<file path="src/rtl/sample_packetiser_if.sv">
// 32-bit AXI4-Stream link carrying sample packets from the packetiser to the DMA path.
interface sample_packetiser_if;
  logic [31:0] tdata;
  logic        tvalid;
  logic        tready;
  logic        tlast;

  modport master (output tdata, output tvalid, output tlast, input tready);
  modport slave  (input tdata, input tvalid, input tlast, output tready);
endinterface

</file>
<file path="src/rtl/sample_packetiser.sv">
// Latches four 64-bit accumulators and four 32-bit counts on a trigger pulse and
// streams them, with a magic header and sequence number, as one 14-word packet.
module sample_packetiser #(
  parameter logic [31:0] HEADER_MAGIC = 32'hA5A5_0001,
  parameter logic [31:0] SEQ_INIT     = 32'd0
) (
  input  logic                 aclk,
  input  logic                 rst,
  input  logic                 trigger,
  input  logic [63:0]          val_1,
  input  logic [63:0]          val_2,
  input  logic [63:0]          val_3,
  input  logic [63:0]          val_4,
  input  logic [31:0]          cnt_1,
  input  logic [31:0]          cnt_2,
  input  logic [31:0]          cnt_3,
  input  logic [31:0]          cnt_4,
  sample_packetiser_if.master  m_axis,
  output logic                 busy,
  output logic [15:0]          drop_count
);

  typedef enum logic {IDLE, SEND} state_t;

  localparam logic [3:0] LAST_IDX = 4'd13;

  state_t      r_state;
  logic [3:0]  r_idx;
  logic [31:0] r_seq;
  logic [63:0] r_val [4];
  logic [31:0] r_cnt [4];
  logic [31:0] r_tdata;
  logic        r_tvalid;
  logic        r_tlast;
  logic        r_busy;
  logic [15:0] r_drop;

  logic [3:0]  w_nidx;
  logic [31:0] w_next_word;
  logic        w_hs;

  assign w_hs   = r_tvalid & m_axis.tready;
  assign w_nidx = r_idx + 4'd1;

  // Word index 0 is loaded directly on trigger, so only indices 1..13 are selected here.
  always_comb begin
    w_next_word = 32'd0;
    case (w_nidx)
      4'd1:    w_next_word = r_seq;
      4'd2:    w_next_word = r_val[0][63:32];
      4'd3:    w_next_word = r_val[0][31:0];
      4'd4:    w_next_word = r_cnt[0];
      4'd5:    w_next_word = r_val[1][63:32];
      4'd6:    w_next_word = r_val[1][31:0];
      4'd7:    w_next_word = r_cnt[1];
      4'd8:    w_next_word = r_val[2][63:32];
      4'd9:    w_next_word = r_val[2][31:0];
      4'd10:   w_next_word = r_cnt[2];
      4'd11:   w_next_word = r_val[3][63:32];
      4'd12:   w_next_word = r_val[3][31:0];
      4'd13:   w_next_word = r_cnt[3];
      default: w_next_word = 32'd0;
    endcase
  end

  always_ff @(posedge aclk) begin
    if (!rst) begin
      r_state  <= IDLE;
      r_idx    <= 4'd0;
      r_seq    <= SEQ_INIT;
      r_tdata  <= 32'd0;
      r_tvalid <= 1'b0;
      r_tlast  <= 1'b0;
      r_busy   <= 1'b0;
      r_drop   <= 16'd0;
      for (int i = 0; i < 4; i++) begin
        r_val[i] <= 64'd0;
        r_cnt[i] <= 32'd0;
      end
    end else begin
      case (r_state)
        IDLE: begin
          if (trigger) begin
            r_val[0] <= val_1;
            r_val[1] <= val_2;
            r_val[2] <= val_3;
            r_val[3] <= val_4;
            r_cnt[0] <= cnt_1;
            r_cnt[1] <= cnt_2;
            r_cnt[2] <= cnt_3;
            r_cnt[3] <= cnt_4;
            r_idx    <= 4'd0;
            r_tdata  <= HEADER_MAGIC;
            r_tvalid <= 1'b1;
            r_tlast  <= 1'b0;
            r_busy   <= 1'b1;
            r_state  <= SEND;
          end
        end
        SEND: begin
          // Triggers during a packet, including its final handshake cycle, are lost.
          if (trigger && r_drop != 16'hFFFF) begin
            r_drop <= r_drop + 16'd1;
          end
          if (w_hs) begin
            if (r_idx == LAST_IDX) begin
              r_idx    <= 4'd0;
              r_tdata  <= 32'd0;
              r_tvalid <= 1'b0;
              r_tlast  <= 1'b0;
              r_busy   <= 1'b0;
              r_seq    <= r_seq + 32'd1;
              r_state  <= IDLE;
            end else begin
              r_idx   <= w_nidx;
              r_tdata <= w_next_word;
              r_tlast <= (w_nidx == LAST_IDX);
            end
          end
        end
        default: r_state <= IDLE;
      endcase
    end
  end

  assign m_axis.tdata  = r_tdata;
  assign m_axis.tvalid = r_tvalid;
  assign m_axis.tlast  = r_tlast;
  assign busy          = r_busy;
  assign drop_count    = r_drop;

endmodule

</file>
<file path="src/flat_wrapper.sv">
// flat-port wrapper written by rule: the top's interface ports become plain ports
module sample_packetiser_flat 
#(
  parameter logic [31:0] HEADER_MAGIC = 32'hA5A5_0001,
  parameter logic [31:0] SEQ_INIT     = 32'd0
)
  (aclk, rst, trigger, val_1, val_2, val_3, val_4, cnt_1, cnt_2, cnt_3, cnt_4, busy, drop_count, m_axis_tdata, m_axis_tvalid, m_axis_tlast, m_axis_tready);
  sample_packetiser_if m_axis_i ();
  input  logic aclk;
  input  logic rst;
  input  logic trigger;
  input  logic [63:0] val_1;
  input  logic [63:0] val_2;
  input  logic [63:0] val_3;
  input  logic [63:0] val_4;
  input  logic [31:0] cnt_1;
  input  logic [31:0] cnt_2;
  input  logic [31:0] cnt_3;
  input  logic [31:0] cnt_4;
  output logic busy;
  output logic [15:0] drop_count;
  output wire logic [$bits(m_axis_i.tdata)-1:0] m_axis_tdata;
  output wire logic [$bits(m_axis_i.tvalid)-1:0] m_axis_tvalid;
  output wire logic [$bits(m_axis_i.tlast)-1:0] m_axis_tlast;
  input wire logic [$bits(m_axis_i.tready)-1:0] m_axis_tready;
  assign m_axis_tdata = m_axis_i.tdata;
  assign m_axis_tvalid = m_axis_i.tvalid;
  assign m_axis_tlast = m_axis_i.tlast;
  assign m_axis_i.tready = m_axis_tready;
  sample_packetiser #(.HEADER_MAGIC(HEADER_MAGIC), .SEQ_INIT(SEQ_INIT)) u_core (.aclk(aclk), .rst(rst), .trigger(trigger), .val_1(val_1), .val_2(val_2), .val_3(val_3), .val_4(val_4), .cnt_1(cnt_1), .cnt_2(cnt_2), .cnt_3(cnt_3), .cnt_4(cnt_4), .m_axis(m_axis_i), .busy(busy), .drop_count(drop_count));
endmodule
</file>
<file path="config.mk">
export PLATFORM = sky130hd
export DESIGN_NAME = sample_packetiser_flat
export DESIGN_NICKNAME = d
export VERILOG_FILES = /design/src/rtl/sample_packetiser_if.sv /design/src/rtl/sample_packetiser.sv /design/src/flat_wrapper.sv
export SDC_FILE = /design/constraint.sdc
export NUM_CORES = 1
export LEC_CHECK = 0
export BUFFER_PORTS_ARGS = -buffer_cell sky130_fd_sc_hd__buf_2
export CAP_MARGIN = 20
export CORE_MARGIN = 5
export CORE_UTILIZATION = 31
export DETAILED_ROUTE_END_ITERATION = 6
export HOLD_SLACK_MARGIN = 0.03
export SLEW_MARGIN = 0
export SYNTH_ARGS = -nofsm -noshare
export SYNTH_HDL_FRONTEND = slang
export SYNTH_SLANG_ARGS = --single-unit
</file>
<file path="constraint.sdc">
create_clock -name aclk -period 12 [get_ports aclk]
set_input_delay 1.2 -clock aclk [delete_from_list [all_inputs] [get_ports aclk]]
set_output_delay 1.2 -clock aclk [all_outputs]
set_load 0.03 [all_outputs]
</file>
==> results.ini <==
[floorplanning]
die-area_um2=72600
core-area_um2=66900
initial_utilization=0.312
rows=95
die_x_um=269
ios=439
die_h_um=269

[global_route]
grt-ovfl-total=0
grt_max_degree=163
grt_pass1_wl_um=106000
grt_pass1_vias=15800
grt_usage=0.196
antenna_found_initial=10

[placed_design]
gp_congestion=0.870
dp_hpwl_um=51700
place_area_um2=24000
io_buffers=438

[worst_setup_path]
worstPathArrival_ns=4.18
reg2reg_depth=9
cp_max_fo=11
worst_ep_required_time_ns=12.43
critPathCaptureType=flip-flop
startpoint_type=flip-flop
critPathKind=reg -> reg

[synthesis]
synth_ff_type=edfxtp_1
synthTopCellsByCount=and2_1, edfxtp_1, a22oi_1
synth_fp_nets=2051
yosys.cell_count.top_type=and2_1
synthXorXnorAreaFrac=0.0185
ys_seq_elements=471
synth_top_area_share=0.552
synthCells=1656
ys_warn_count=0
yosys-top-cells-area=edfxtp_1, and2_1, dfxtp_1
yosysUniqueCellTypes=77
synth-edff-count=384
syn_area_per_cell_um2=12.6
yosys.area_share.simple=0.192
synth_area_um2=20900
synth_area_leader_cell=edfxtp_1
synthMuxAreaShare=0.00336
synth_top_family_by_area=simple AND/OR/NAND/NOR gates
yosysSeqAreaShare=0.636
synth_compound_area_frac=0.120
synthAdderAreaFrac=0.00420
synthArstFlopShare=0

[clock_network]
cts_tree=yes
clkTransAtPathRegs_ns=0.06
ctsResizeCount=0
cts.sinks=471
clkLatencyLatePin_ns=0.60
cts_setup_buffers=0
cts.htree.levels=2
cts_buffers=53
ctsHoldBuffers=0
clock_path_buffers=3
cts_root_buf=clkbuf_16

[finish]
post-route-cell-area_um2=25800
drive_above_1_share=0.286
syn2layout_area_growth_pct=23.6
num-nets-final=2461

[timing]
finClkSkew_ns=0.0243
worstMarginPinSlew_ns=1.11
fin_crit_sh=0.313
fin_hold_ws_ns=0.499
finalCriticalPeriod_ns=3.76
finalHoldViolCount=0
fin_tns_setup_ns=0
slew_headroom=0.263
rsz0062_at_grt=no
fmax_mhz=266
drv_slew=0
setup_viol=0

[power]
max-vdd-ir-drop_uv=102
seqPwrFrac=0.506
p_comb_frac=0.058
net-switching-power_uw=853
p_per_area_nw_per_um2=147
swShare=0.225
finalPower_mw=3.78
p_int_mw=2.93
cellLeakagePower_nw=10.1
clock_power_share=0.436

[detailed_routing]
remaining_drc_errors=0
viasPerCell=5.15
antenna_left=0
num_vias=15400
wl_um=74800
wl_per_cell_um=25.0
drt_iter0_drc=1437
drt_pre_antenna_iters=5

[hold_path]
hold_class=reg -> reg
hold_depth=2

[flow_run]
drv_cap=0

[status]
outcome=complete, no violations

-- power by group through the flow --
stage / sequential [mW] / clock (mW) / combinational [mW]
4_1_cts: 1.92 / 1.68 / 0.220
5_1_grt: 1.92 / 1.75 / 0.237
6_report: 1.92 / 1.65 / 0.219
3_3_place_gp: 1.95 / 0 / 0.216
3_5_place_dp: 1.95 / 0 / 0.220
2_1_floorplan: 1.98 / 0 / 0.0965
-- worst paths after layout --
path	startpoint	slack [ns]	endpoint
worst max-delay path	u_core.r_idx[0]	8.24	u_core.m_axis.tdata[21]
worst min-delay path	u_core.m_axis.tdata[29]	0.50	u_core.m_axis.tdata[29]
worst max register to register	u_core.r_idx[0]	8.24	u_core.m_axis.tdata[21]
worst min register to register	u_core.m_axis.tdata[29]	0.50	u_core.m_axis.tdata[29]
-- critical path: stages (launching register included) --
cell and delay [ns]:
dfxtp_1 0.57, ha_1 0.49, nor2b_2 0.14, a21oi_2 0.72, o21ai_1 0.36, buf_4 0.30, a32oi_1 0.22, nand4_1 0.20
a2111oi_1 0.49, nor3_2 0.09
-- flip-flops by register name, indices dropped and copies added, names as in the netlist --
name and cells:
u_core.r_state 1, u_core.m_axis.tlast 1, u_core.r_idx 4, u_core.r_val 256, u_core.drop_count 16, u_core.m_axis.tvalid 1, u_core.r_seq 32, u_core.m_axis.tdata 32
u_core.r_cnt 128
-- kinds of logic after synthesis --
kind of cell | Yosys count
AND/OR/NAND/NOR | 687
buffers and inverters | 126
XOR/XNOR | 44
flip-flops | 471
adder cells (fa/ha/maj) | 7
AO/OA/AOI/OAI | 314
multiplexers | 7
-- layout by cell type, fill, tap and decap left out, types with 22 or more instances in the layout --
| cell | instances |
|---|---|
| and2_1 | 395 |
| buf_2 | 438 |
| a22oi_1 | 89 |
| nor2_1 | 80 |
| and3_1 | 26 |
| a22o_1 | 35 |
| nand2_1 | 48 |
| nand4_1 | 27 |
| xnor2_1 | 22 |
| a32oi_1 | 24 |
| a221oi_1 | 24 |
| a21oi_1 | 38 |
| edfxtp_1 | 384 |
| nand3_1 | 39 |
| xor2_1 | 22 |
| dfxtp_1 | 87 |
| buf_4 | 27 |
| clkbuf_16 | 56 |
-- layer usage --
metal | vias up | part of all wire | global-route usage
met3 | 130 | 0.070 | 0.0405
li1 | 6995 | - | -
met5 | - | 0.00064 | 0
met4 | 8 | 0.033 | 0.0608
met1 | 7580 | 0.41 | 0.252
met2 | 682 | 0.49 | 0.333
-- area by class of cell --
cell class	instances	area, µm²
diodes	5	12.5
clock buffers	70	1490
clock inverters	30	278
fillers	6435	41100
inverters	14	52.6
multi-input cells	1059	7160
flip-flops and latches	471	13300
well taps	873	1090
repair buffers	467	2440
-- per-stage QoR --
step | cells | utilization | setup slack [ns]
6_report | 2989 | 0.386 | 8.24
5_1_grt | 2987 | 0.386 | 8.10
4_1_cts | 2983 | 0.385 | 8.27
3_5_place_dp | 2883 | 0.359 | 7.89
3_3_place_gp | 2883 | 0.359 | 7.97
2_1_floorplan | 1656 | - | 1.53
No activity file was read; power rests on OpenSTA's default activity.
